### src/rtl/seg_pkg.sv
// Shared constants for 7-segment readback: legal active-low codes (gfedcba), blank, FSM states.
package seg_pkg;

  localparam logic [6:0] SEG_0     = 7'h40;
  localparam logic [6:0] SEG_1     = 7'h79;
  localparam logic [6:0] SEG_2     = 7'h24;
  localparam logic [6:0] SEG_3     = 7'h30;
  localparam logic [6:0] SEG_4     = 7'h19;
  localparam logic [6:0] SEG_5     = 7'h12;
  localparam logic [6:0] SEG_6     = 7'h02;
  localparam logic [6:0] SEG_7     = 7'h78;
  localparam logic [6:0] SEG_8     = 7'h00;
  localparam logic [6:0] SEG_9     = 7'h18;
  localparam logic [6:0] SEG_A     = 7'h08;
  localparam logic [6:0] SEG_B     = 7'h03;
  localparam logic [6:0] SEG_C     = 7'h46;
  localparam logic [6:0] SEG_D     = 7'h21;
  localparam logic [6:0] SEG_E     = 7'h06;
  localparam logic [6:0] SEG_F     = 7'h0E;
  localparam logic [6:0] SEG_BLANK = 7'h7F;

  typedef enum logic {
    IDLE = 1'b0,
    PEND = 1'b1
  } state_t;

endpackage

### src/rtl/seg_to_nibble.sv
// Combinational inverse of the hex display decoder: pattern -> {illegal, nibble}.
// Zero latency; no handshake. Illegal patterns report nibble 0.
module seg_to_nibble
  import seg_pkg::*;
(
  input  logic [6:0] seg_i,
  output logic [3:0] nibble_o,
  output logic       illegal_o
);

  always_comb begin
    nibble_o  = 4'h0;
    illegal_o = 1'b0;
    case (seg_i)
      SEG_0:   nibble_o = 4'h0;
      SEG_1:   nibble_o = 4'h1;
      SEG_2:   nibble_o = 4'h2;
      SEG_3:   nibble_o = 4'h3;
      SEG_4:   nibble_o = 4'h4;
      SEG_5:   nibble_o = 4'h5;
      SEG_6:   nibble_o = 4'h6;
      SEG_7:   nibble_o = 4'h7;
      SEG_8:   nibble_o = 4'h8;
      SEG_9:   nibble_o = 4'h9;
      SEG_A:   nibble_o = 4'hA;
      SEG_B:   nibble_o = 4'hB;
      SEG_C:   nibble_o = 4'hC;
      SEG_D:   nibble_o = 4'hD;
      SEG_E:   nibble_o = 4'hE;
      SEG_F:   nibble_o = 4'hF;
      default: illegal_o = 1'b1;
    endcase
  end

endmodule

### src/rtl/seg_capture.sv
// Debounces a 7-segment bus and emits each newly stable pattern as a nibble over valid/ready.
// Latency 1+STABLE_CYCLES; a pending value is overwritten (and overrun flagged) if the consumer stalls.
module seg_capture #(
  parameter int unsigned STABLE_CYCLES = 4
) (
  input  logic       clock,
  input  logic       reset,
  input  logic [6:0] seg_in,
  input  logic       out_ready,
  output logic       out_valid,
  output logic [3:0] out_nibble,
  output logic       out_error,
  output logic [7:0] err_count,
  output logic       overrun
);
  import seg_pkg::*;

  localparam logic [7:0] THRESH      = 8'(STABLE_CYCLES);
  localparam logic [7:0] THRESH_LAST = 8'(STABLE_CYCLES - 1);

  logic [6:0] samp_q, cand_q, last_q;
  logic [7:0] cnt_q, cnt_d;
  logic       last_vld_q;
  state_t     state_q, state_d;
  logic [3:0] nib_q, nib_d;
  logic       err_q, err_d;
  logic [7:0] err_cnt_q, err_cnt_d;
  logic       ovr_q, ovr_d;

  logic       match, stable, accept;
  logic [3:0] dec_nib;
  logic       dec_illegal;

  seg_to_nibble u_dec (
    .seg_i     (samp_q),
    .nibble_o  (dec_nib),
    .illegal_o (dec_illegal)
  );

  // cnt saturates, so the threshold crossing (and thus stable) fires once per run
  assign match  = (samp_q == cand_q);
  assign stable = match && (cnt_q == THRESH_LAST);
  assign accept = stable && (!last_vld_q || (samp_q != last_q));

  always_comb begin
    cnt_d = 8'd1;
    if (match) cnt_d = (cnt_q == THRESH) ? cnt_q : cnt_q + 8'd1;
  end

  always_comb begin
    state_d   = state_q;
    nib_d     = nib_q;
    err_d     = err_q;
    ovr_d     = ovr_q;
    err_cnt_d = err_cnt_q;
    case (state_q)
      IDLE: begin
        if (accept) state_d = PEND;
      end
      PEND: begin
        if (accept) begin
          if (!out_ready) ovr_d = 1'b1;
        end else if (out_ready) begin
          state_d = IDLE;
        end
      end
      default: state_d = IDLE;
    endcase
    if (accept) begin
      nib_d = dec_illegal ? 4'h0 : dec_nib;
      err_d = dec_illegal;
      if (dec_illegal && (err_cnt_q != 8'hFF)) err_cnt_d = err_cnt_q + 8'd1;
    end
  end

  always_ff @(posedge clock) begin
    if (reset) begin
      samp_q     <= SEG_BLANK;
      cand_q     <= SEG_BLANK;
      cnt_q      <= 8'd0;
      last_q     <= SEG_BLANK;
      last_vld_q <= 1'b0;
      state_q    <= IDLE;
      nib_q      <= 4'h0;
      err_q      <= 1'b0;
      err_cnt_q  <= 8'd0;
      ovr_q      <= 1'b0;
    end else begin
      samp_q    <= seg_in;
      cand_q    <= samp_q;
      cnt_q     <= cnt_d;
      state_q   <= state_d;
      nib_q     <= nib_d;
      err_q     <= err_d;
      err_cnt_q <= err_cnt_d;
      ovr_q     <= ovr_d;
      if (accept) begin
        last_q     <= samp_q;
        last_vld_q <= 1'b1;
      end
    end
  end

  assign out_valid  = (state_q == PEND);
  assign out_nibble = nib_q;
  assign out_error  = err_q;
  assign err_count  = err_cnt_q;
  assign overrun    = ovr_q;

endmodule

### config.mk
export PLATFORM = sky130hd
export DESIGN_NAME = seg_capture
export DESIGN_NICKNAME = d
export VERILOG_FILES = /design/src/rtl/seg_pkg.sv /design/src/rtl/seg_to_nibble.sv /design/src/rtl/seg_capture.sv
export SDC_FILE = /design/constraint.sdc
export NUM_CORES = 1
export LEC_CHECK = 0
export CAP_MARGIN = 5
export CORE_MARGIN = 10
export CORE_UTILIZATION = 59
export DETAILED_ROUTE_END_ITERATION = 12
export GPL_ROUTABILITY_DRIVEN = 0
export PLACE_DENSITY_LB_ADDON = 0.1
export SLEW_MARGIN = 20
export SYNTH_ARGS = -nofsm -noshare
export SYNTH_HDL_FRONTEND = slang
export SYNTH_SLANG_ARGS = --single-unit
### constraint.sdc
create_clock -name clock -period 5.5 [get_ports clock]
set_input_delay 0.55 -clock clock [delete_from_list [all_inputs] [get_ports clock]]
set_output_delay 0.55 -clock clock [all_outputs]
set_load 0.1 [all_outputs]
==> flow_metrics.env, run 1 <==
export IMPL_cts_clk_slew_worst_paths_ps=80
export IMPL_drive_gt1_share_pct=9.51
export IMPL_crit_chain="xor2_1 > nor4_1 > and3_1 > nand4_4 > nor4b_1 > mux2_1"
export IMPL_worstSetupPathType="reg -> reg"
export IMPL_cp_arrival_ps=2860
export IMPL_ys_top_cells_by_count="45 x dfxtp_1, 24 x nand2_1, 24 x nor2_1"
export IMPL_whs_ps=456
export IMPL_root_buffer="clkbuf_8"
export IMPL_multi_input_area_sq_um=1300
export IMPL_nets=296
export IMPL_layoutNonFillerInstCount=332
export IMPL_yosysTopAreaCellShare_pct=38.9
export IMPL_setup_violations_final=0
export IMPL_cp_required_ps=5690
export IMPL_yosys_warnings=0
export IMPL_p_int_mw=0.440
export IMPL_synth_main_ff_cell="dfxtp_1"
export IMPL_fmax_ghz=0.374
export IMPL_drt_iter0_markers=158
export IMPL_seq_area_frac_synth_pct=38.9
export IMPL_ir_drop_v=0.000152
export IMPL_clkSinkCount=45
export IMPL_firstDrtPassIters=4
export IMPL_power_frac_seq_pct=59.4
export IMPL_synthAdderAreaFrac_pct=1.62
export IMPL_synthDistinctLibCells=53
export IMPL_setup_slack_ps=2830
export IMPL_status="complete, no violations"
export IMPL_synth_top_family_by_area="simple AND/OR/NAND/NOR gates"
export IMPL_synth_edff_count=0
export IMPL_cts_resized=0
export IMPL_fillerInstances=321
export IMPL_slowest_delay_ps=680
export IMPL_num_rows=22
export IMPL_sw_frac_of_total_pct=24.4
export IMPL_maxSlewViolCount=0
export IMPL_antenna_left=0
export IMPL_synth_xor_area_share_pct=8.32
export IMPL_synth_nets=281
export IMPL_h_tree_depth=2
export IMPL_drc=0
export IMPL_r2r_start="samp_q[2]"
export IMPL_hold_path_startpoint="out_error"
export IMPL_total_power_mw=0.582
export IMPL_rsz0062_at_grt="false"
export IMPL_fin_util_pct=70.5
export IMPL_die_area_sq_um=6830
export IMPL_worst_pin_slew_ps=1010
export IMPL_cts_tree="built"
export IMPL_antenna_found_initial=0
export IMPL_dp_cells=324
export IMPL_start_kind="flop"
export IMPL_synth_most_common_cell="dfxtp_1"
export IMPL_wl_per_cell_um=15.0
export IMPL_numCtsBuffers=5
export IMPL_powerDensity_nw_per_um2=222
export IMPL_diodes=0
export IMPL_power_frac_clock_pct=33.6
export IMPL_min_path_type="reg -> reg"
export IMPL_combPwrFrac_pct=7.0
export IMPL_synth_seq_cells=45
export IMPL_synth_top_cell_by_area="dfxtp_1"
export IMPL_finalCritPeriodShare_pct=48.6
export IMPL_synth_area_mux_share_pct=1.84
export IMPL_leakage_nw=0.970
export IMPL_hpwl_um=3600
export IMPL_slew_headroom_pct=32.5
export IMPL_holdBufCountCts=0
export IMPL_cpMaxStageDelayCell="dfxtp_1"
export IMPL_hold_viol_final=0
export IMPL_crit_start="samp_q[2]"
export IMPL_finalSetupTns_ps=0
export IMPL_track_usage_pct=15.7
export IMPL_synthCells=268
export IMPL_insertion_delay_ps=300
export IMPL_io_pins=25
export IMPL_synthSimpleGateAreaFrac_pct=30.6
export IMPL_dp_worst_setup_slack_ps=2830
export IMPL_num_vias=1912
export IMPL_die_h_um=82.6
export IMPL_async_reset_ff_share_pct=0
export IMPL_post_dp_cell_area_sq_um=2540
export IMPL_critPathCaptureType="flop"
export IMPL_clock_path_buffers=2
export IMPL_synthTopCellsByArea="dfxtp_1 39%, xor2_1 6.8%, nand2_1 3.9%, nor2_1 3.9%, or2_2 3.8%"
export IMPL_syn_area_per_cell_sq_um=8.64
export IMPL_core_sq_um=3720
export IMPL_gr_total_overflow=0
export IMPL_cts_setup_buffers=0
export IMPL_first_global_vias=1810
export IMPL_wl_um=4990
export IMPL_area_delta_synth_final_pct=13.2
export IMPL_cap_violations=0
export IMPL_fin_crit_ps=2670
export IMPL_io_buffers=24
export IMPL_clock_skew_ps=4.59
export IMPL_syn_area_sq_um=2310
export IMPL_synth_compound_area_share_pct=13.7
export IMPL_initial_core_util_pct=62.3
export IMPL_worstPathMaxFanout=16
export IMPL_avgViaCountPerCell=5.76
export IMPL_seq_area_sq_um=901
export IMPL_fin_area_sq_um=2620
export IMPL_fp_dieW_um=82.6
export IMPL_grt_max_degree=32
export IMPL_switchingPower_mw=0.142
export IMPL_grt_pass1_wl_um=8460
[cell usage in the layout (no fill, tap or decap), types with 3 or more instances in the layout]
cell	n
xnor2_1	4
dfxtp_1	45
and3_1	7
nand2b_1	4
o211ai_1	3
inv_1	8
xor2_1	18
or2_2	14
nand3_1	17
o21ai_0	5
nor3_1	7
nor4bb_1	3
ha_1	3
clkbuf_8	5
clkdlybuf4s50_1	24
nor2b_1	4
nor2_1	24
o32ai_1	3
a21oi_1	13
nand2_1	24
[path summary, 6_finish.rpt]
| path | to | slack [ps] | depth (start not counted) |
|---|---|---|---|
| setup / recovery | err_count[3] | 2830 | 6 |
| hold / removal | out_error | 460 | 2 |
| setup reg to reg | err_count[3] | 2830 | 6 |
| hold reg to reg | out_error | 460 | 2 |
[registers in the layout, indices dropped and copies added (netlist names)]
signal,cells
err_count,8
overrun,1
out_error,1
samp_q,7
last_q,7
last_vld_q,1
cand_q,7
cnt_q,8
out_nibble,4
out_valid,1
[power groups by stage]
stage / logic (mW) / registers [mW] / clock network (mW)
final: 0.0407 / 0.346 / 0.195
after global routing: 0.0455 / 0.348 / 0.214
after CTS: 0.0408 / 0.346 / 0.201
after detailed placement: 0.0407 / 0.353 / 0
after global placement: 0.0399 / 0.353 / 0
after floorplan: 0.0384 / 0.342 / 0
[worst max-delay path, delay by kind of cell (launching register included)]
family | cells | cell delay, ps
simple gates | 4 | 1400
mux | 1 | 350
xor+xnor | 1 | 130
flops | 1 | 680
[cell type report]
type / count / area share [%]
multi-input cells: 198 / 49.6
flip-flops and latches: 45 / 34.4
repair buffers: 25 / 9.45
clock buffers: 6 / 2.77
well taps: 48 / 2.29
inverters: 8 / 1.15
clock inverters: 2 / 0.382
[routing by layer]
| metal | part of all wire [%] | track usage (%) | vias to the layer above |
|---|---|---|---|
| met3 | 5.3 | 5.83 | 9 |
| met4 | 1.8 | 6.19 | 0 |
| met2 | 47 | 23.9 | 38 |
| met5 | 0 | 0 | - |
| li1 | - | - | 980 |
| met1 | 46 | 19.8 | 885 |
[cell families (layout without fill, tap and decap cells)]
family	count (synthesis)	after routing
DFF	45	45
muxes	4	4
adders and majority gates	3	3
AOI/OAI and AO/OA	43	43
xor gates and xnor gates	22	22
and+or+nand+nor	126	126
buffers and inverters	25	41
No activity file was read; power rests on OpenSTA's default activity.
==> run 2, diff against run 1 <==
- CORE_UTILIZATION: 59 -> 56
- clock period: 5.5 -> 2.5 ns (I/O delays scaled with it)
==> flow_metrics.env, run 2 (synthesis results as in run 1) <==
export IMPL_numCtsBuffers=5
export IMPL_min_path_type="reg -> reg"
export IMPL_num_vias=2005
export IMPL_grt_max_degree=31
export IMPL_crit_start="samp_q[5]"
export IMPL_avgViaCountPerCell=5.68
export IMPL_first_global_vias=1961
export IMPL_fp_dieW_um=84.3
export IMPL_crit_path_end="err_count[5]"
export IMPL_diodes=0
export IMPL_area_delta_synth_final_pct=19.2
export IMPL_fin_crit_ps=2360
export IMPL_h_tree_depth=2
export IMPL_hold_path_startpoint="out_error"
export IMPL_whs_ps=465
export IMPL_die_h_um=84.3
export IMPL_finalSetupTns_ps=0
export IMPL_cts_clk_slew_worst_paths_ps=80
export IMPL_grt_pass1_wl_um=9290
export IMPL_worst_pin_slew_ps=440
export IMPL_fmax_ghz=0.424
export IMPL_num_rows=23
export IMPL_rsz0062_at_grt="false"
export IMPL_nets=316
export IMPL_antenna_left=0
export IMPL_leakage_nw=1.10
export IMPL_worstSetupPathType="reg -> reg"
export IMPL_hpwl_um=4020
export IMPL_powerDensity_nw_per_um2=474
export IMPL_track_usage_pct=15.2
export IMPL_drc=0
export IMPL_clock_skew_ps=2.96
export IMPL_antenna_found_initial=0
export IMPL_io_buffers=24
export IMPL_io_pins=25
export IMPL_worstPathMaxFanout=10
export IMPL_drt_iter0_markers=70
export IMPL_min_path_cells=2
export IMPL_setup_violations_final=0
export IMPL_cp_arrival_ps=2540
export IMPL_critPathCaptureType="flop"
export IMPL_wl_um=5310
export IMPL_gr_total_overflow=0
export IMPL_timing_rr_end="err_count[5]"
export IMPL_drive_gt1_share_pct=22.8
export IMPL_insertion_delay_ps=290
export IMPL_r2r_setup_slack_ps=140
export IMPL_root_buffer="clkbuf_8"
export IMPL_total_power_mw=1.31
export IMPL_ir_drop_v=0.000327
export IMPL_cap_violations=0
export IMPL_clkSinkCount=45
export IMPL_start_kind="flop"
export IMPL_layout_commonest_cell="dfxtp_1"
export IMPL_clock_path_buffers=2
export IMPL_finalCritPeriodShare_pct=94.4
export IMPL_maxSlewViolCount=0
export IMPL_die_area_sq_um=7100
export IMPL_wl_per_cell_um=15.0
export IMPL_final_cell_mix="39 x dfxtp_1, 36 x buf_4, 24 x nor2_1, 24 x nand2_1, 18 x xor2_1"
export IMPL_firstDrtPassIters=4
export IMPL_slew_headroom_pct=70.4
export IMPL_fillerInstances=340
export IMPL_status="complete, no violations"
export IMPL_core_sq_um=4000
export IMPL_cp_required_ps=2680
export IMPL_cts_tree="built"
export IMPL_reg2reg_depth=7
export IMPL_initial_core_util_pct=57.9
export IMPL_hold_viol_final=0
export IMPL_r2r_start="samp_q[5]"
export IMPL_holdBufCountCts=0
## run 2: layout make-up
cell class	count	area [sq um]	share of cell area [%]
Tap cell	50	62.6	2.27
Clock buffer	7	86.3	3.13
Timing Repair Buffer	45	360	13.1
Multi-Input combinational cell	198	1310	47.5
Inverter	8	30.0	1.09
Sequential cell	45	908	32.9
## run 2: layer usage
layer / share of wire (%) / GRT usage [%]
met5: 0 / 0
met4: 0.92 / 4.26
met3: 5.6 / 3.77
met2: 47 / 24.5
met1: 46 / 19.5
## run 2: repair_timing
| action | 4_1_cts | 5_1_grt |
|---|---|---|
| gates resized for setup | 0 | 4 |
| setup buffers | 0 | 0 |
| endpoints found under the setup margin | 0 | 4 |
## run 2: critical path, stage by stage, from the launching register on
cell      delay [ps]
dfxtp_1          400
buf_4            210
or3_1            380
o32ai_1          320
a211oi_2         170
and4_1           260
and4bb_1         210
mux2_1           300
## run 2: worst min-delay path by stage
stage               endpoint  slack (ps)
2_1_floorplan      samp_q[0]         350
3_3_place_gp       out_error         450
3_5_place_dp   out_nibble[3]         460
4_1_cts            out_error         470
5_1_grt        out_nibble[3]         500
6_report           out_error         460
## run 2: power by group
part           leakage (nW)  switching, mW  total, mW  internal (mW)
Combinational         0.683         0.0627      0.122         0.0597
Sequential            0.369         0.0177      0.746          0.729
Clock                0.0443          0.220      0.439          0.219
Total                  1.10          0.301       1.31           1.01
## run 2: per-stage QoR
step	cells	instance area [sq um]	worst slack, ps	utilization, %
after global routing	353	2760	18.7	69.0
after global placement	346	2660	126	66.5
final	353	2760	141	69.0
after floorplan	268	2320	96.9	-
after CTS	353	2750	10.6	68.7
after detailed placement	346	2660	72.3	66.5
